## src/rtl/led_sequencer_pwm.sv

```systemverilog
// N-slot LED sequencer with per-slot, per-channel PWM levels, repeat or one-shot runs.
// led/slot_idx/busy lag the state/slot registers by one clk; no backpressure, outputs free-run.
module led_sequencer_pwm #(
  parameter int NUM_SLOTS = 8,
  parameter int CHANNELS  = 3,
  parameter int DUR_W     = 12,
  parameter int PWM_W     = 8,
  parameter int TICK_DIV  = 12000
) (
  input  logic                                clk,
  input  logic                                rst_n,
  input  logic                                enable,
  input  logic                                one_shot,
  input  logic                                start,
  input  logic [NUM_SLOTS*DUR_W-1:0]          duration,
  input  logic [NUM_SLOTS*CHANNELS*PWM_W-1:0] level,
  output logic [CHANNELS-1:0]                 led,
  output logic [$clog2(NUM_SLOTS)-1:0]        slot_idx,
  output logic                                busy,
  output logic                                done
);
  localparam int SLOT_W = $clog2(NUM_SLOTS);
  localparam int TICK_W = $clog2(TICK_DIV + 1);
  localparam logic [TICK_W-1:0] TICK_LAST = TICK_W'(TICK_DIV - 1);
  localparam logic [PWM_W-1:0]  PWM_LAST  = {{(PWM_W-1){1'b1}}, 1'b0};
  localparam logic [DUR_W-1:0]  CNT_ONE   = DUR_W'(1);

  typedef enum logic [1:0] {IDLE, RUN, DONE} state_t;

  state_t              state, state_nxt;
  logic [SLOT_W-1:0]   slot, slot_nxt;
  logic [DUR_W-1:0]    cnt, cnt_nxt;
  logic [DUR_W-1:0]    dur_first, dur_next;
  logic [TICK_W-1:0]   tick_cnt;
  logic [PWM_W-1:0]    pwm_cnt;
  logic                tick, launch;
  logic [CHANNELS-1:0] led_nxt;

  assign dur_first = duration[DUR_W-1:0];
  assign tick      = (state == RUN) && (tick_cnt == TICK_LAST);
  assign launch    = enable && (dur_first != '0) && (!one_shot || start);

  // Duration of the following slot; reads as 0 past the last slot, which ends the sequence.
  always_comb begin
    dur_next = '0;
    for (int k = 1; k < NUM_SLOTS; k++)
      if (k == int'(slot) + 1) dur_next = duration[k*DUR_W +: DUR_W];
  end

  always_comb begin
    state_nxt = state;
    slot_nxt  = slot;
    cnt_nxt   = cnt;
    case (state)
      IDLE, DONE: begin
        if (launch) begin
          state_nxt = RUN;
          slot_nxt  = '0;
          cnt_nxt   = dur_first;
        end
      end
      RUN: begin
        if (tick) begin
          if (cnt != CNT_ONE) begin
            cnt_nxt = cnt - CNT_ONE;
          end else if (dur_next != '0) begin
            slot_nxt = slot + 1'b1;
            cnt_nxt  = dur_next;
          end else if (one_shot) begin
            state_nxt = DONE;
          end else if (dur_first != '0) begin
            slot_nxt = '0;
            cnt_nxt  = dur_first;
          end else begin
            state_nxt = IDLE;
            slot_nxt  = '0;
            cnt_nxt   = '0;
          end
        end
      end
      default: state_nxt = IDLE;
    endcase
    if (!enable) begin
      state_nxt = IDLE;
      slot_nxt  = '0;
      cnt_nxt   = '0;
    end
  end

  always_comb begin
    led_nxt = '0;
    for (int c = 0; c < CHANNELS; c++)
      led_nxt[c] = (state == RUN) &&
                   (pwm_cnt < level[(int'(slot)*CHANNELS + c)*PWM_W +: PWM_W]);
  end

  always_ff @(posedge clk) begin
    if (!rst_n) begin
      state    <= IDLE;
      slot     <= '0;
      cnt      <= '0;
      tick_cnt <= '0;
      pwm_cnt  <= '0;
      led      <= '0;
      slot_idx <= '0;
      busy     <= 1'b0;
      done     <= 1'b0;
    end else begin
      state    <= state_nxt;
      slot     <= slot_nxt;
      cnt      <= cnt_nxt;
      // Held at 0 outside RUN so every entry into RUN starts a full tick.
      tick_cnt <= (state == RUN && state_nxt == RUN && !tick) ? tick_cnt + 1'b1 : '0;
      pwm_cnt  <= (pwm_cnt == PWM_LAST) ? '0 : pwm_cnt + 1'b1;
      led      <= led_nxt;
      slot_idx <= slot;
      busy     <= (state == RUN);
      done     <= (state == RUN) && (state_nxt == DONE);
    end
  end
endmodule
```

## config.mk

```make
export PLATFORM = sky130hd
export DESIGN_NAME = led_sequencer_pwm
export DESIGN_NICKNAME = d
export VERILOG_FILES = /design/src/rtl/led_sequencer_pwm.sv
export SDC_FILE = /design/constraint.sdc
export NUM_CORES = 1
export LEC_CHECK = 0
export ABC_AREA = 1
export CAP_MARGIN = 20
export CORE_ASPECT_RATIO = 1.1
export CORE_UTILIZATION = 48
export CTS_BUF_LIST = sky130_fd_sc_hd__clkbuf_16
export DETAILED_ROUTE_END_ITERATION = 16
export HOLD_SLACK_MARGIN = 0.12
export PLACE_DENSITY = 0.95
export SYNTH_ARGS = -nofsm -noshare
export SYNTH_HDL_FRONTEND = slang
export SYNTH_SLANG_ARGS = --single-unit
```

## constraint.sdc

```tcl
create_clock -name clk -period 8.7 [get_ports clk]
set_input_delay 2.61 -clock clk [delete_from_list [all_inputs] [get_ports clk]]
set_output_delay 2.61 -clock clk [all_outputs]
set_load 0.01 [all_outputs]
```

; ---- Word-level counts from Yosys, hierarchy flattened
; Index checks and enable logic that the tools add are counted.
[op_classes]
n_addsub = 7
multipliers = 1
n_div = 0
n_lt_le_gt_ge = 3
n_eq_ne = 19
n_shift = 3
muxes = 28
bitwise_logic = 1
n_reduce_logical = 22
[ops]
columns = op, n
row1 = $shiftx A192 B32 Y8, 2
row2 = $shiftx A192 B10 Y8, 1
row3 = $mux W12, 13
row4 = $eq A4 B32 Y1 const A, 3
row5 = $eq A3 B32 Y1 const A, 2
row6 = $eq A2 B32 Y1 const A, 1
row7 = $add A29 B2 Y29 const B, 1
row8 = $lt A8 B8 Y1, 3
row9 = $pmux W12 S2, 1
row10 = $reduce_bool A12 Y1, 2
row11 = $mux W3, 5
row12 = $add A14 B1 Y14 const B, 1
row13 = $eq A14 B14 Y1 const B, 1
row14 = $mux W2, 7
row15 = $ne A12 B1 Y1 const B, 1
row16 = $sub A12 B1 Y12 const B, 1
row17 = $logic_and A1 B1 Y1, 9
row18 = $add A8 B1 Y8 const B, 1
row19 = $eq A8 B8 Y1 const B, 1
row20 = $add A5 B2 Y6 const B, 1
row21 = $ne A2 B2 Y1 const B, 3
row22 = $pmux W3 S2, 1
row23 = $mul A3 B2 Y5 const B, 1
row24 = $reduce_and A5 Y1, 1
row25 = 16 further kinds, 21
[totals]
register_bits = 47
latchBits = 0
ram_bits = 0
mem_bits_ro = 0
word_cells = 93
mem_count = 0

; ---- Depth between registers and ports, before layout
; Gate-level depths: netlist of run 1.
[logic_depth]
word_depth = 19
ltp_mapped = 27
ltp_nobuf = 25

; ---- Worst setup path after synthesis of run 1
; Ideal clock, no wire load.
[synth_path]
kind = input to register
start = input duration[18]
end = register tick_cnt[6]
setup_ps = 121
t_arrival_ps = 4141
t_required_ps = 8579
slack_ps = 4438
path_stages = 21
path_buffers = 1
cell_sequence = inv_1 -> nor2_1 -> nand4_1 -> nand2_1 -> nand2_1 -> nand3_1 -> nand2_1 -> nand2_1 -> nand2_1 -> nand2_1 -> nor2_1 -> nand2_2 -> nor2_8 -> nand2_8 -> nor2_8 -> nand2_2 -> nand2_4 -> nor2_4 -> nand2_4 -> buf_12 -> nor2_4
[synth_between]
elab_chain_len = 17
[synth_rtl]
columns = item, line_no
row1 = "start, declared", 15  ; input logic [NUM_SLOTS*DUR_W-1:0] duration,
row2 = $mux W12 (7 in a row), 47  ; if (k == int'(slot) + 1) dur_next = duration[k*DUR_W +: DUR_W];
row3 = $reduce_bool A12 Y1, 66  ; end else if (dur_next != '0) begin
row4 = $mux W2, 66
row5 = $mux W2, 64  ; if (cnt != CNT_ONE) begin
row6 = $mux W2, 63  ; if (tick) begin
row7 = $pmux W2 S2, 54  ; case (state)
row8 = $mux W2, 83  ; if (!enable) begin
row9 = $eq A2 B1 Y1, 113  ; tick_cnt <= (state == RUN && state_nxt == RUN && !tick) ? tick_cnt + 1'b1 : '0;
row10 = $logic_and A1 B1 Y1 (2 in a row), 113
row11 = $reduce_and A2 Y1 (no source line), -
row12 = "end signal, assigned", 113
row13 = "end, declared", 34  ; logic [TICK_W-1:0] tick_cnt;
; No other way between the ends.
; A chain may end at the register's enable or synchronous reset.

; ---- Worst setup path in the final report of run 1
[layout_path]
start = input duration[18]
end = register tick_cnt[1]
; Same word-level chain as after synthesis.

==> results of run 1 <==
==> state kept, by name, summed over array words and instances, names as in the netlist <==
| register | count |
|---|---|
| led | 3 |
| cnt | 12 |
| state | 2 |
| done | 1 |
| slot_idx | 3 |
| tick_cnt | 14 |
| busy | 1 |
| pwm_cnt | 8 |
| slot | 3 |
==> cell families after synthesis <==
| kind of cell | after synthesis |
|---|---|
| AOI/OAI and AO/OA | 354 |
| adders and majority gates | 34 |
| DFF | 47 |
| xor gates and xnor gates | 24 |
| and+or+nand+nor | 619 |
| buffers and inverters | 205 |
==> area by class of cell <==
class                      instances  area [um^2]  area share, %
inverter                         127          487           4.65
sequential                        47          945           9.02
clock buffer                       5          125           1.19
multi-input combinational       1031         5560           53.1
clock inverter                     3         43.8          0.418
timing repair buffer             309         3070           29.3
tap                              196          245           2.34
==> metal layers <==
layer / track usage (%) / vias up
li1: - / 4790
met1: 47.7 / 4398
met2: 58.4 / 569
met3: 4.69 / 110
met4: 13.0 / 0
met5: 0 / -
==> stage by stage <==
step,util (%),instance area [um^2]
floorplan,-,7330
global placement,68.7,10300
detailed placement,68.7,10300
CTS,69.9,10500
global route,69.9,10500
finish,69.9,10500
==> worst max path at each step <==
stage                            start  cells after the start  slack (ps)          end
after CTS                 duration[18]                     21        3950  tick_cnt[1]
final                     duration[18]                     21        3950  tick_cnt[1]
after detailed placement  duration[18]                     21        3660  tick_cnt[1]
after global routing      duration[18]                     21        3740  tick_cnt[1]
after global placement    duration[18]                     21        3730  tick_cnt[0]
after floorplan           duration[18]                     21        4440  tick_cnt[6]
==> cells in the mapped netlist, drive strengths merged (7+ instances only) <==
cell type / number
o22ai: 7
dfxtp: 47
o21ai: 141
xor2: 18
a21oi: 124
buf: 14
inv: 120
clkbuf: 64
o211ai: 34
o221ai: 11
nand4: 17
ha: 33
clkinv: 7
nand3: 97
nand2: 311
a32o: 15
or2: 9
nor2: 167
nor3: 9
==> where the power goes <==
| group | switching [mW] | internal [mW] |
|---|---|---|
| registers | 0.0121 | 0.221 |
| clock network | 0.0862 | 0.136 |
| logic | 0.244 | 0.225 |
| total | 0.343 | 0.582 |
==> out/metrics.json, run 1 <==
{
  "status": {
    "status": "finished clean"
  },
  "routing": {
    "met1_length_um": 12100,
    "routed-wl-met3_um": 2640,
    "antenna_left": 0,
    "drt_drc_violations_left": 0,
    "first_pass_iters": 8,
    "uppermost_routed_layer": "met4",
    "wirelength_um": 29100,
    "post_drt_wl_per_cell_um": 16.9,
    "dr_wl_met2_um": 13100,
    "viasPerCell": 5.74,
    "via_count": 9867,
    "initialDrtViolationCount": 1383
  },
  "global_routing": {
    "antenna_found_initial": 0,
    "global_route.usage.total_pct": 35.8,
    "global_route_wire_length_before_repair_um": 45600,
    "grt_start_max_net_pins": 111,
    "grt_pass1_vias": 9023,
    "grt_overflow_total": 0
  },
  "logic_synthesis": {
    "ys_warn_count": 0,
    "share_of_the_synthesized_netlist_area_taken_by_xor_and_xnor_gates_pct": 2.87,
    "yosys-mux-area-fraction_pct": 0,
    "synthArstFlopShare_pct": 0,
    "synth_edf_count": 0,
    "synth_adder_area_share_pct": 5.91,
    "yosys_most_used_dff": "sky130_fd_sc_hd__dfxtp_1",
    "post-synth-top-area-cell": "sky130_fd_sc_hd__nand2_1",
    "synth_seq_cells": 47,
    "mappedNetlistArea_um2": 7330,
    "count_of_mapped_cells_out_of_synthesis": 1283,
    "synth_cell_type_count": 45,
    "post-synth-top-area-fraction_pct": 15.2,
    "synth_top_family_by_area": "simple AND/OR/NAND/NOR gates",
    "postSynthAreaPerCell_um2": 5.71,
    "synth_compound_area_share_pct": 27.9,
    "share_of_synthesized_cell_area_in_and_or_nand_and_nor_gates_pct": 38.9,
    "syn-num-nets": 1610,
    "sequential_share_of_the_synthesized_area_pct": 12.8,
    "ys_top_cells_by_area": "sky130_fd_sc_hd__nand2_1 (15%), sky130_fd_sc_hd__dfxtp_1 (13%), sky130_fd_sc_hd__o21ai_0 (9.4%), sky130_fd_sc_hd__a21oi_1 (8.5%), sky130_fd_sc_hd__nor2_1 (7.4%)"
  },
  "critical_path": {
    "critPathSlowestCell": "sky130_fd_sc_hd__clkdlybuf4s50_1",
    "cp_common_cell": "sky130_fd_sc_hd__nand2_1",
    "rr_worst_depth": 15,
    "cp_data_required_time_ps": 8870,
    "worstPathCellList": "clkdlybuf4s50_1 > inv_1 > nor2_1 > nand4_1 > nand2_1 > nand2_1 > nand3_1 > nand2_1 > nand2_1 > nand2_1 > nand2_1 > nor2_1 > nand2_2 > nor2_8 > nand2_8 > nor2_8 > nand2_2 > nand2_4 > nor2_4 > nand2_4 > nor2_1",
    "cp_top_family": "simple AND/OR/NAND/NOR gates",
    "r2r_setup_slack_ps": 4220,
    "critical_path_buf_inv_count": 2,
    "crit_path_max_fanout": 14,
    "critPathKind": "in -> reg",
    "regToRegEndpoint": "led[1]",
    "critPathLaunchType": "input port",
    "cp_slowest_stage_delay_ps": 400,
    "crit_path_end_kind": "flip-flop",
    "reg2reg_launch_point": "slot[0]",
    "timing.critical_path.arrival_ps": 4920
  },
  "cells_and_area": {
    "drive_gt1_share_pct": 4.86,
    "most_common_cell_after_layout_fill_and_taps_aside": "sky130_fd_sc_hd__clkdlybuf4s50_1",
    "final.fill_count": 1291,
    "antennaDiodeCount": 0,
    "area_growth_syn_to_layout_pct": 43.0,
    "final_cell_mix": "sky130_fd_sc_hd__clkdlybuf4s50_1 (300), sky130_fd_sc_hd__nand2_1 (296), sky130_fd_sc_hd__nor2_1 (143)",
    "final-instance-count-excl-fill": 1718,
    "fin_nets": 1848
  },
  "worst_hold_path": {
    "min-delay-start": "tick_cnt[0]",
    "worstHoldPathType": "reg -> reg",
    "timing.hold.worst_endpoint": "tick_cnt[0]",
    "min_delay_path_depth": 1
  },
  "placed_design": {
    "hpwlAfterDp_um": 22000,
    "place_congestion": 0.968,
    "place_ws_ps": 3660,
    "post-place-cells": 1710,
    "numPortBuffers": 300
  },
  "timing": {
    "final_min_period_over_clock_period_pct": 54.6,
    "setup-tns-final_ps": 0,
    "timing.hold.ws_ps": 452,
    "final.min_clock_period_ps": 4750,
    "worst_slack_ps": 3950,
    "setup_viol": 0,
    "timing_max_transition_violations_final": 0,
    "worst-slew-pin-transition_ps": 999,
    "slew_headroom_pct": 33.3,
    "grt_setup_unrepaired": "no",
    "timing.final.hold_violations": 0,
    "fin_worst_skew_ps": 4.14,
    "clock.fmax_mhz": 211
  },
  "power": {
    "power.static_leakage_nw": 4.53,
    "power_uw": 924,
    "power_per_cell_area_nw_per_um2": 88.2,
    "peakVddDrop_mv": 0.0971
  },
  "cts": {
    "cts_root_buf": "sky130_fd_sc_hd__clkbuf_16",
    "ctsHtreeMaxLevel": 2,
    "cts_tree": "built",
    "post_cts_repair_setup_buffers": 0,
    "source_to_sink_clock_delay_at_the_later_pin_of_the_worst_skew_pair_ps": 290,
    "cts_num_sinks": 47,
    "cts.hold.buffers_added": 0,
    "postCtsResizedCells": 0,
    "clk_transition_reported_paths_ps": 70,
    "cts.path.max_buffers": 2,
    "numCtsBuffers": 5
  },
  "die": {
    "floorplan.initialDensity_pct": 48.9,
    "floorplan.die.width_um": 120,
    "fp.coreArea_um2": 15000,
    "ios": 301,
    "row_count": 47,
    "chipHeight_um": 132,
    "die-area_um2": 15800
  },
  "flow_run": {
    "cap_violations": 0
  }
}
Note: power is estimated with default switching activity, not from simulation.
==> inputs of run 2 (changes only) <==
--- a/config.mk
+++ b/config.mk
@@ -8,11 +8,11 @@
 export ABC_AREA = 1
 export CAP_MARGIN = 20
 export CORE_ASPECT_RATIO = 1.1
-export CORE_UTILIZATION = 48
+export CORE_UTILIZATION = 45
 export CTS_BUF_LIST = sky130_fd_sc_hd__clkbuf_16
 export DETAILED_ROUTE_END_ITERATION = 16
 export HOLD_SLACK_MARGIN = 0.12
-export PLACE_DENSITY = 0.95
+export PLACE_DENSITY = 0.94
 export SYNTH_ARGS = -nofsm -noshare
 export SYNTH_HDL_FRONTEND = slang
 export SYNTH_SLANG_ARGS = --single-unit
==> constraint.sdc (replaced) <==
create_clock -name clk -period 4.8 [get_ports clk]
set_input_delay 1.44 -clock clk [delete_from_list [all_inputs] [get_ports clk]]
set_output_delay 1.44 -clock clk [all_outputs]
set_load 0.01 [all_outputs]
==> run 2 against run 1 <==
  * Worst setup slack got worse by 3200 ps
  * Flip-flop and latch count unchanged
  * Sequential power rose by 81%
  * First-iteration DRC count shrank 16%
  * Cell count up 0.58%
  * Sequential share of layout area about the same
  * Register-to-register slack got worse by 3500 ps
  * Critical path depth down 9
  * Non-clock buffer count increased by 5
  * Via count grew 0.21%
  * Die area increased by 6.6%
  * Global-route usage fell by 0.56 points
  * Critical endpoint is now led[1]
==> out/metrics.json, run 2 (synthesis results as in run 1) <==
{
  "timing": {
    "final.min_clock_period_ps": 4080,
    "grt_setup_unrepaired": "no",
    "final_min_period_over_clock_period_pct": 85.1,
    "clock.fmax_mhz": 245,
    "timing_max_transition_violations_final": 0,
    "worst-slew-pin-transition_ps": 993,
    "worst_slack_ps": 716,
    "setup-tns-final_ps": 0,
    "timing.hold.ws_ps": 482,
    "slew_headroom_pct": 33.5,
    "fin_worst_skew_ps": 4.07,
    "timing.final.hold_violations": 0,
    "setup_viol": 0
  },
  "critical_path": {
    "critPathKind": "reg -> reg",
    "reg2reg_launch_point": "slot[0]",
    "crit_path_max_fanout": 76,
    "crit_path_end_kind": "flip-flop",
    "cp_data_required_time_ps": 5020,
    "r2r_setup_slack_ps": 720,
    "critical_path_buf_inv_count": 1,
    "rr_worst_depth": 12,
    "timing.critical_path.arrival_ps": 4310,
    "cp_top_family": "adder cells",
    "cp_slowest_stage_delay_ps": 810,
    "worstPathCellList": "ha_1 > fa_1 > xor2_2 > buf_4 > nand3_1 > o211ai_1 > a21oi_1 > a211o_1 > ha_1 > a21oi_1 > o211ai_1 > a21oi_1",
    "regToRegEndpoint": "led[1]",
    "cp_common_cell": "sky130_fd_sc_hd__a21oi_1",
    "critPathLaunchType": "flip-flop",
    "critPathSlowestCell": "sky130_fd_sc_hd__dfxtp_4",
    "cp.depth": 12
  },
  "global_routing": {
    "grt_pass1_vias": 9005,
    "grt_overflow_total": 0,
    "global_route_wire_length_before_repair_um": 46300,
    "grt_most_used_layer": "met2",
    "grt_start_max_net_pins": 103,
    "met1_usage_in_global_routing_pct": 46.3,
    "antenna_found_initial": 1,
    "use_met2_pct": 55.5,
    "global_route.usage.total_pct": 35.2,
    "met3_resource_use_gr_pct": 6.38
  },
  "cts": {
    "cts_num_sinks": 47,
    "cts.path.max_buffers": 2,
    "numCtsBuffers": 5,
    "postCtsResizedCells": 0,
    "cts_root_buf": "sky130_fd_sc_hd__clkbuf_16",
    "post_cts_repair_setup_buffers": 0,
    "source_to_sink_clock_delay_at_the_later_pin_of_the_worst_skew_pair_ps": 290,
    "cts_tree": "built",
    "clk_transition_reported_paths_ps": 70,
    "ctsHtreeMaxLevel": 2,
    "cts.hold.buffers_added": 0
  },
  "worst_hold_path": {
    "min-delay-start": "tick_cnt[0]",
    "timing.hold.worst_endpoint": "tick_cnt[0]",
    "worstHoldPathType": "reg -> reg",
    "min_delay_path_depth": 1
  },
  "die": {
    "fp.coreArea_um2": 15800,
    "row_count": 48,
    "chipHeight_um": 136,
    "die-area_um2": 16800,
    "floorplan.die.width_um": 124,
    "floorplan.initialDensity_pct": 46.4,
    "ios": 301
  },
  "routing": {
    "wirelength_um": 30800,
    "initialDrtViolationCount": 1163,
    "antenna_left": 0,
    "via_count": 9888,
    "first_pass_iters": 8,
    "drt_drc_violations_left": 0,
    "post_drt_wl_per_cell_um": 17.8,
    "viasPerCell": 5.72
  },
  "cells_and_area": {
    "max_flop_register": "tick_cnt",
    "biggestRegsByFlops": "tick_cnt (14), cnt (12), pwm_cnt (8)",
    "fin_nets": 1853,
    "most_common_cell_after_layout_fill_and_taps_aside": "sky130_fd_sc_hd__clkdlybuf4s50_1",
    "final_cell_utilization_of_the_core_pct": 66.6,
    "final_cell_mix": "sky130_fd_sc_hd__clkdlybuf4s50_1 (300), sky130_fd_sc_hd__nand2_1 (296), sky130_fd_sc_hd__nor2_1 (143)",
    "finalInstanceArea_um2": 10500,
    "area_growth_syn_to_layout_pct": 43.6,
    "final.fill_count": 1395,
    "final-instance-count-excl-fill": 1728,
    "largest_register_ff_count": 14,
    "drive_gt1_share_pct": 5.17
  },
  "placed_design": {
    "post-place-cells": 1719,
    "numPortBuffers": 300,
    "cell_area_reported_after_detailed_placement_um2": 10300,
    "hpwlAfterDp_um": 23900,
    "place_ws_ps": 794,
    "place_congestion": 1.01
  },
  "power": {
    "power_mw": 1.68,
    "power_per_cell_area_nw_per_um2": 160,
    "peakVddDrop_mv": 0.188,
    "power.static_leakage_nw": 4.55
  },
  "flow_run": {
    "cap_violations": 0
  },
  "status": {
    "status": "finished clean"
  }
}
-- run 2: changes by cell type in the layout (fill, tap and decap cells not counted), sizes merged --
| cell | delta |
|---|---|
| buf | +5 |
| diode | +1 |
-- run 2: cell type report --
cell class | count | area [um^2] | area share [%]
multi-input cells | 1031 | 5560 | 52.8
repair buffers | 314 | 3110 | 29.5
flip-flops and latches | 47 | 945 | 8.98
inverters | 127 | 487 | 4.63
well taps | 200 | 250 | 2.38
clock buffers | 5 | 125 | 1.19
clock inverters | 3 | 43.8 | 0.416
diodes | 1 | 2.50 | 0.0238
-- run 2: worst max path at each step --
stage            start  endpoint  slack [ps]
6_report       slot[0]    led[1]         720
5_1_grt        slot[0]    led[1]         540
4_1_cts        slot[0]    led[1]         780
3_5_place_dp   slot[0]    led[1]         790
3_3_place_gp   slot[0]    led[1]         920
2_1_floorplan  slot[0]    led[1]         890
-- run 2: worst register-to-register path, stage by stage, from the launching register on --
cell	delay, ps
sky130_fd_sc_hd__dfxtp_4	810
sky130_fd_sc_hd__ha_1	380
sky130_fd_sc_hd__fa_1	530
sky130_fd_sc_hd__xor2_2	510
sky130_fd_sc_hd__buf_4	410
sky130_fd_sc_hd__nand3_1	170
sky130_fd_sc_hd__o211ai_1	150
sky130_fd_sc_hd__a21oi_1	110
sky130_fd_sc_hd__a211o_1	250
sky130_fd_sc_hd__ha_1	290
sky130_fd_sc_hd__a21oi_1	170
sky130_fd_sc_hd__o211ai_1	110
sky130_fd_sc_hd__a21oi_1	140
-- run 2: power breakdown --
| part | switching [mW] | internal [mW] | leakage, nW | total, mW |
|---|---|---|---|---|
| combinational | 0.448 | 0.410 | 4.08 | 0.858 |
| sequential | 0.0205 | 0.400 | 0.382 | 0.421 |
| clock | 0.154 | 0.246 | 0.0838 | 0.399 |
-- run 2: routing by layer --
metal	vias to the layer above	wire length, um
li1	4790	-
met2	539	14000
met5	-	0
met1	4449	12500
met3	110	2970
met4	0	1450
